==> src/rtl/alu_pkg.sv <==
// Shared constants for the sequential ALU: opcodes, control states and default width.
package alu_pkg;

  localparam int N_DEFAULT = 32;

  localparam logic [3:0] OP_ADD = 4'd0;
  localparam logic [3:0] OP_SUB = 4'd1;
  localparam logic [3:0] OP_AND = 4'd2;
  localparam logic [3:0] OP_OR  = 4'd3;
  localparam logic [3:0] OP_XOR = 4'd4;
  localparam logic [3:0] OP_SLL = 4'd5;
  localparam logic [3:0] OP_SRL = 4'd6;
  localparam logic [3:0] OP_MUL = 4'd7;
  localparam logic [3:0] OP_DIV = 4'd8;

  typedef enum logic [1:0] {
    ST_IDLE = 2'd0,
    ST_BUSY = 2'd1,
    ST_DONE = 2'd2
  } state_t;

  function automatic logic is_iterative(input logic [3:0] op);
    return (op == OP_MUL) || (op == OP_DIV);
  endfunction

endpackage

==> src/rtl/alu_iter_unit.sv <==
// One-bit-per-cycle shift-add multiplier and restoring divider sharing one register set.
// done_o marks the cycle whose edge completes the last step; result_o is that step's value.
module alu_iter_unit
  import alu_pkg::*;
#(
  parameter int N = N_DEFAULT
) (
  input  logic         clk,
  input  logic         rst_n,
  input  logic         start_i,
  input  logic         div_i,
  input  logic [N-1:0] a_i,
  input  logic [N-1:0] b_i,
  output logic         done_o,
  output logic [N-1:0] result_o,
  output logic         div0_o
);

  localparam int CW = $clog2(N);

  // MUL: acc = partial product, x = shifted multiplicand, y = remaining multiplier.
  // DIV: acc = remainder, x = dividend shifting out / quotient shifting in, y = divisor.
  logic [N-1:0]  acc_q, acc_d;
  logic [N-1:0]  x_q, x_d;
  logic [N-1:0]  y_q, y_d;
  logic          div_q;
  logic          busy_q;
  logic [CW-1:0] cnt_q;

  logic [N:0]    rem_sh;
  logic [N-1:0]  diff;
  logic          ge;

  always_comb begin
    rem_sh = {acc_q, x_q[N-1]};
    ge     = rem_sh >= {1'b0, y_q};
    diff   = rem_sh[N-1:0] - y_q;
    if (div_q) begin
      acc_d = ge ? diff : rem_sh[N-1:0];
      x_d   = {x_q[N-2:0], ge};
      y_d   = y_q;
    end else begin
      acc_d = acc_q + (y_q[0] ? x_q : '0);
      x_d   = x_q << 1;
      y_d   = y_q >> 1;
    end
  end

  assign done_o   = busy_q && (cnt_q == CW'(N - 1));
  assign result_o = div_q ? x_d : acc_d;
  assign div0_o   = div_q && (y_q == '0);

  always_ff @(posedge clk or negedge rst_n) begin
    if (!rst_n) begin
      acc_q  <= '0;
      x_q    <= '0;
      y_q    <= '0;
      div_q  <= 1'b0;
      busy_q <= 1'b0;
      cnt_q  <= '0;
    end else if (start_i) begin
      acc_q  <= '0;
      x_q    <= a_i;
      y_q    <= b_i;
      div_q  <= div_i;
      busy_q <= 1'b1;
      cnt_q  <= '0;
    end else if (busy_q) begin
      acc_q <= acc_d;
      x_q   <= x_d;
      y_q   <= y_d;
      cnt_q <= cnt_q + 1'b1;
      if (done_o) busy_q <= 1'b0;
    end
  end

endmodule

==> src/rtl/seq_alu.sv <==
// Sequential ALU: valid/ready command in, held result out; single-cycle ops computed here,
// MUL/DIV delegated to the iterative unit.
module seq_alu
  import alu_pkg::*;
#(
  parameter int N = N_DEFAULT
) (
  input  logic         clk,
  input  logic         rst_n,
  input  logic         in_valid,
  output logic         in_ready,
  input  logic [3:0]   opcode,
  input  logic [N-1:0] op_a,
  input  logic [N-1:0] op_b,
  output logic         out_valid,
  input  logic         out_ready,
  output logic [N-1:0] result,
  output logic         err
);

  localparam int SW = $clog2(N);

  state_t       state_q, state_d;
  logic [N-1:0] result_q, result_d;
  logic         err_q, err_d;

  logic [N-1:0] single_res;
  logic         single_err;
  logic         iter_start;
  logic         iter_done;
  logic [N-1:0] iter_result;
  logic         iter_div0;
  logic [SW-1:0] shamt;

  assign shamt = op_b[SW-1:0];

  always_comb begin
    single_res = '0;
    single_err = 1'b0;
    case (opcode)
      OP_ADD:  single_res = op_a + op_b;
      OP_SUB:  single_res = op_a - op_b;
      OP_AND:  single_res = op_a & op_b;
      OP_OR:   single_res = op_a | op_b;
      OP_XOR:  single_res = op_a ^ op_b;
      OP_SLL:  single_res = op_a << shamt;
      OP_SRL:  single_res = op_a >> shamt;
      default: single_err = 1'b1;
    endcase
  end

  alu_iter_unit #(.N(N)) u_iter (
    .clk      (clk),
    .rst_n    (rst_n),
    .start_i  (iter_start),
    .div_i    (opcode == OP_DIV),
    .a_i      (op_a),
    .b_i      (op_b),
    .done_o   (iter_done),
    .result_o (iter_result),
    .div0_o   (iter_div0)
  );

  always_comb begin
    state_d    = state_q;
    result_d   = result_q;
    err_d      = err_q;
    iter_start = 1'b0;
    case (state_q)
      ST_IDLE: begin
        if (in_valid) begin
          if (is_iterative(opcode)) begin
            iter_start = 1'b1;
            state_d    = ST_BUSY;
          end else begin
            result_d = single_res;
            err_d    = single_err;
            state_d  = ST_DONE;
          end
        end
      end
      ST_BUSY: begin
        if (iter_done) begin
          result_d = iter_result;
          err_d    = iter_div0;
          state_d  = ST_DONE;
        end
      end
      ST_DONE: begin
        if (out_ready) state_d = ST_IDLE;
      end
      default: state_d = ST_IDLE;
    endcase
  end

  always_ff @(posedge clk or negedge rst_n) begin
    if (!rst_n) begin
      state_q  <= ST_IDLE;
      result_q <= '0;
      err_q    <= 1'b0;
    end else begin
      state_q  <= state_d;
      result_q <= result_d;
      err_q    <= err_d;
    end
  end

  assign in_ready  = (state_q == ST_IDLE);
  assign out_valid = (state_q == ST_DONE);
  assign result    = result_q;
  assign err       = err_q;

endmodule

==> config.mk <==
export PLATFORM = sky130hd
export DESIGN_NAME = seq_alu
export DESIGN_NICKNAME = d
export VERILOG_FILES = /design/src/rtl/alu_pkg.sv /design/src/rtl/alu_iter_unit.sv /design/src/rtl/seq_alu.sv
export SDC_FILE = /design/constraint.sdc
export NUM_CORES = 1
export LEC_CHECK = 0
export CELL_PAD_IN_SITES_DETAIL_PLACEMENT = 0
export CELL_PAD_IN_SITES_GLOBAL_PLACEMENT = 1
export CORE_MARGIN = 1.5
export CORE_UTILIZATION = 47
export CTS_CLUSTER_DIAMETER = 200
export CTS_CLUSTER_SIZE = 28
export DETAILED_ROUTE_END_ITERATION = 8
export HOLD_SLACK_MARGIN = 0.15
export PLACE_DENSITY = 0.94
export SYNTH_ARGS = -nofsm -noshare
export SYNTH_HDL_FRONTEND = slang
export SYNTH_HIERARCHICAL = 1
export SYNTH_SLANG_ARGS = --single-unit
==> constraint.sdc <==
create_clock -name clk -period 4.5 [get_ports clk]
set_input_delay 0.45 -clock clk [delete_from_list [all_inputs] [get_ports clk]]
set_output_delay 0.45 -clock clk [all_outputs]
set_load 0.05 [all_outputs]
[After elaboration in Yosys (flattened, before gate mapping)]
Index checks and enable logic that the tools add are counted.
W data, S select, Z words.
Cells by class
  multiply operators: 0
  equality and inequality tests: 16
  shifts and indexed selects: 2
  reductions and logical operators: 12
  div/mod/pow operators: 0
  bitwise operators: 3
  mux-type cells: 35
  add/subtract/negate cells: 5
  magnitude comparators: 1
Operators by type and width (number)
  $mux W32: 14
  $pmux W32 S7: 1
  $add A32 B32 Y32: 2
  $pmux W32 S2: 1
  $sub A32 B32 Y32: 2
  $ge A33 B32 Y1: 1
  $and A32 B32 Y32: 1
  $logic_not A32 Y1: 1
  $or A32 B32 Y32: 1
  $shl A32 B5 Y32: 1
  $shr A32 B5 Y32: 1
  $xor A32 B32 Y32: 1
  $eq A4 B3 Y1 const B: 4
  $mux W1: 11
  $mux W5: 2
  $eq A4 B2 Y1 const B: 2
  $mux W2: 4
  $ne A2 B2 Y1 const B: 4
  $reduce_or A7 Y1: 1
  $pmux W2 S3: 1
  $add A5 B1 Y5 const B: 1
  $eq A5 B5 Y1 const B: 1
  $eq A4 B1 Y1 const B: 1
  $eq A4 B4 Y1 const B: 1
  12 further kinds: 14
Word-level totals
  bits in latches: 0
  input port bits: 72
  register bits after elaboration: 138
  logic and storage cells: 83
  memories: 0
  bits in read-only memories: 0
  memory bits (writable): 0

[Depth between registers and ports, before layout]
  word-level depth: 7
  gate-level depth with buffers: 21
  depth with buffers taken out: 18

[Cells and area by module]
The synthesis kept the hierarchy.
Modules (own cells, without submodules)
  alu_iter_unit: instances 1, cells each 1152, area an instance 9013.6 sq um, seq. area each 2577.5 sq um
  seq_alu: instances 1, cells each 1169, area an instance 8889.8 sq um, seq. area each 875.8 sq um

[Least setup slack after synthesis]
Ideal clock, no wire load.
  path type: input port to flip-flop
  from: input op_b[0]
  to: register result_q[30], in the netlist result[30]
  setup time: 0.138 ns
  path slack: 0.259 ns
  arrival time: 4.103 ns
  stages on the path: 21
  required time: 4.362 ns
  cell sequence: buf_2 > buf_2 > inv_2 > buf_2 > ha_1 > and2_1 > nand3_1 > nor3_1 > nand2_1 > nor2_1 > a21oi_1 > xnor2_1 > ha_1 > inv_2 > o21bai_1 > a21o_1 > a221o_1 > a31oi_1 > a21boi_0 > mux2i_1 > o211ai_1
On the way
  word-level cells in the longest chain between the ends: 5
  elaborated cells on any way between the ends: 8
  those cells by class: add/sub: 2; shift: 2; mux: 4
Ends and longest elaborated chain
  start, declared: RTL line seq_alu.sv:14  | input logic [N-1:0] op_b,
  $sub A32 B32 Y32 (tied with other cells): RTL line seq_alu.sv:42  | OP_SUB: single_res = op_a - op_b;
  $pmux W32 S7 (*): RTL line seq_alu.sv:40  | case (opcode)
  $mux W32 (*): RTL line seq_alu.sv:72  | if (is_iterative(opcode)) begin
  $mux W32 (*): RTL line seq_alu.sv:71  | if (in_valid) begin
  $pmux W32 S2 (*): RTL line seq_alu.sv:69  | case (state_q)
  end signal, assigned: RTL line seq_alu.sv:103  | result_q <= result_d;
  end, declared: RTL line seq_alu.sv:24  | logic [N-1:0] result_q, result_d;
Every way passes the cells marked *; elsewhere a longest branch is shown, timed or not. The select of a mux whose other input is x is not followed.
A chain may end at the register's enable or synchronous reset.

[Final worst setup path]
  from: register u_iter.y_q[0]
  to: register result_q[31], in the netlist result[31]
On the way
  word-level cells in the longest chain between the ends: 6
  elaborated cells on any way between the ends: 9
  those cells by class: add/sub: 2; order compare: 1; mux: 6
Ends and longest elaborated chain
  start, declared: RTL line alu_iter_unit.sv:25  | logic [N-1:0] y_q, y_d;
  start signal, assigned: RTL line alu_iter_unit.sv:64  | y_q <= b_i;
  start signal, assigned: RTL line alu_iter_unit.sv:71  | y_q <= y_d;
  $mux W32 (tied with other cells): RTL line alu_iter_unit.sv:43  | acc_d = acc_q + (y_q[0] ? x_q : '0);
  $add A32 B32 Y32 / $mux W32 (equally long branches): RTL line alu_iter_unit.sv:43, alu_iter_unit.sv:39
  $mux W32 (*): RTL line alu_iter_unit.sv:38  | if (div_q) begin
  $mux W32 (*): RTL line alu_iter_unit.sv:50  | assign result_o = div_q ? x_d : acc_d;
  named net iter_result[31]: RTL line seq_alu.sv:31  | logic [N-1:0] iter_result;
  $mux W32 (*): RTL line seq_alu.sv:83  | if (iter_done) begin
  $pmux W32 S2 (*): RTL line seq_alu.sv:69
The timed path passes the listed nets; every way through them passes the cells marked *. The select of a mux whose other input is x is not followed.

==> metrics <==
status finished, final reports clean; CTS Buf Count 17; CP dominant cell by count buf_4; Final Skew between 0.01 and 0.015 ns; Synth area leaders dfrtp_1, ha_1, mux2i_1; num rows slightly above 70; register area 3458 µm²; sequential-to-total area share from yosys stat 0.1929; # Post-CTS Setup Buffers 0; Yosys reg bits 138; Max IR drop VDD 0.0004108 V; Reg clk slew, reported paths approximately 0.070 ns; RR Endpoint result[31]; unrepaired setup endpoints after global routing false; CP Class flip-flop to flip-flop; GR Overflow Total 0; # IOs 107; clk buf depth 2; CP required between 4 and 5 ns; Critical-path top delay cell dfrtp_1; max cap viols 0; post-route ant nets 0; Post-synth ARST share 1.000; Hold Crit Endpoint result[3]; DRC 0; H-tree Lvls 4; Reg2Reg Depth 19; clk_lat worst skew about 0.44 ns; slew margin rel. 0.2953; wire length per cell 24.70 µm; Avg Vias per Cell about 6.4; Layout area overhead 15.68%; FF-to-FF Start u_iter/y_q[0]; IO buf count 106; max-slew violation count 0; Startpoint Class flip-flop; pwr/cell area roughly 610 nW/µm²; WHS Path Cells 1; Main synth FF type dfrtp_1; crit path cell chain buf_4 > buf_4 > and2_1 > ha_1 > inv_1 > or2_0 > or3_1 > o22a_1 > nand3_2 > a31oi_1 > buf_4 > o31ai_1 > xnor2_1 > mux2_2 > nand2_1 > a21boi_0 > nand4_2 > nor3_2 > a31oi_1; Fill cells roughly 3,600; Die Span X around 200 µm; Mapped Cells between 2,000 and 2,500; Netlist cell types 91; Critical Path Stages 19; HPWL Detailed 57.64 mm; vias in the first global route roughly 18,000; Worst Path Arrival ~4.6 ns; most frequent cells in the layout nand2_1, nor2_1, a21oi_1; height of the die about 200 µm; DIE AREA roughly 39,000 µm²; EDFF count, synth 0; hold path startpoint result[3]; Worst Hold Class flip-flop to flip-flop; largest net degree at the start of global routing between 100 and 150; first-pass detailed-route iteration total 5; Initial Utilization 0.4764; Fin Setup TNS 0 ns; Worst Path Max Fanout 14; CP max stage delay roughly 0.43 ns; final setup vio count 0; slew of the pin with the lowest slew margin approximately 1.1 ns; Final Hold Vio Count 0; Leak ~9.2 nW; total number of vias about 19,000; Synth top area share 0.1929; syn nets about 2,600; Synth Cell Area between 15,000 and 20,000 µm²; Nets 2,690; crit share post-route 0.9502; critical path's top delay family simple AND/OR/NAND/NOR gates; commonest non-fill, non-tap cell in the layout nand2_1; CP endpoint kind flip-flop; global-route wire length before repair 111.5 mm; Fmax achieved 233.9 MHz; YS warnings 6; Hold Slack roughly 0.48 ns; Worst R2R Setup Slack between 0.2 and 0.25 ns; multi-input logic area ~13,000 µm²; largest area contributor in the synthesized netlist dfrtp_1; worst path bufs/invs 4; CTS tree done; antenna violations before repair 2; syn avg cell area 7.714 µm²; share of layout cells above drive strength 1 0.1120; routability cong. 1.000; DRT iter0 DRCs around 2,200; post-layout minimum cycle time around 4.3 ns; Final Routed Wirelength ~74 mm; global-route usage over all layers 0.3775; clk sink count ~140; CTS Root Cell clkbuf_16; Core Box Area approximately 38,000 µm²
==> cells by family (layout without fill, tap and decap cells) <==
kind of cell / Yosys count / after routing / synth area share
other: 0 / 1 / 0
flip-flops: 138 / 138 / 0.1929
XOR/XNOR: 107 / 107 / 0.05234
multiplexers: 183 / 183 / 0.1333
adder cells (fa/ha/maj): 166 / 166 / 0.1173
AND/OR/NAND/NOR: 720 / 720 / 0.1857
buffers and inverters: 264 / 408 / 0.05919
AO/OA/AOI/OAI: 743 / 743 / 0.2593
==> worst register-to-register path: cells and delay by family, from the launching register on <==
kind / cells / cell delay, ns
buffers and inverters: 4 / 0.63
and+or+nand+nor: 7 / 1.36
DFF: 1 / 0.43
AOI/OAI and AO/OA: 5 / 1.00
adders and majority gates: 1 / 0.32
xor gates and xnor gates: 1 / 0.15
muxes: 1 / 0.28
==> how the worst max path moves through the flow <==
stage	from	end	slack, ns
2_1_floorplan	op_b[0]	result[30]	0.26
3_3_place_gp	op_b[8]	result[25]	0.13
3_5_place_dp	op_b[8]	result[24]	0.11
4_1_cts	u_iter/y_q[0]	result[31]	0.24
5_1_grt	u_iter/y_q[0]	result[31]	0.03
6_report	u_iter/y_q[0]	result[31]	0.22
==> power breakdown <==
part	leakage [nW]	internal [mW]	switching, mW
registers	1.74	1.80	0.650
clock network	0.264	0.743	0.569
logic	7.17	3.54	5.31
==> Yosys cell counts (all sizes together) (12+ instances only) <==
library cell	count
and2	43
o21ai	189
a21o	51
and3	21
clkbuf	96
o22ai	39
o21bai	12
nor2	234
nand2	239
o21a	18
o211ai	23
nand3	32
a31oi	26
nor4	13
buf	41
a211oi	29
o31ai	15
inv	127
dfrtp	138
nor3	35
ha	163
a21oi	220
xnor2	78
xor2	29
mux2	24
mux4	42
a22oi	17
nor2b	20
mux2i	117
a221oi	26
nand4	22
nand2b	30
==> final cells by class <==
class	instances	area share
Antenna cell	1	0.0001208
Multi-Input combinational cell	1919	0.6493
Clock inverter	8	0.002235
Timing Repair Buffer	249	0.1042
Sequential cell	138	0.1670
Clock buffer	24	0.02326
Inverter	127	0.02302
Tap cell	511	0.03087
==> state kept, by name (all words and copies together), names as in the netlist <==
register	cells
u_iter/busy_q	1
u_iter/acc_q	32
u_iter/x_q	32
u_iter/cnt_q	5
u_iter/y_q	32
u_iter/div_q	1
err	1
result	32
state_q	2
==> metal layers <==
metal	global-route usage	vias up	routed length, µm
met5	0	-	10
met4	0.2007	2	4201
met3	0.04991	197	6106
met2	0.5840	985	32390
met1	0.5116	9044	30830
li1	-	8721	-
==> timing repair <==
item	in CTS	in global routing
resized for setup	0	2
hold buffers	1	0
endpoints found under the hold margin	72	0
setup endpoints to repair	0	2
==> stage by stage <==
stage / setup slack, ns / instance area (µm²) / instances / utilization / power, mW
3_3_place_gp: 0.1308 / 20160 / 2943 / 0.5365 / 10.96
6_report: 0.2243 / 20710 / 2977 / 0.5511 / 12.62
4_1_cts: 0.2426 / 20700 / 2976 / 0.5508 / 12.47
5_1_grt: 0.02644 / 20710 / 2976 / 0.5511 / 13.56
3_5_place_dp: 0.1084 / 20160 / 2943 / 0.5365 / 11.11
2_1_floorplan: 0.2586 / 17900 / 2321 / - / 8.593
No activity file was read; power rests on OpenSTA's default activity.
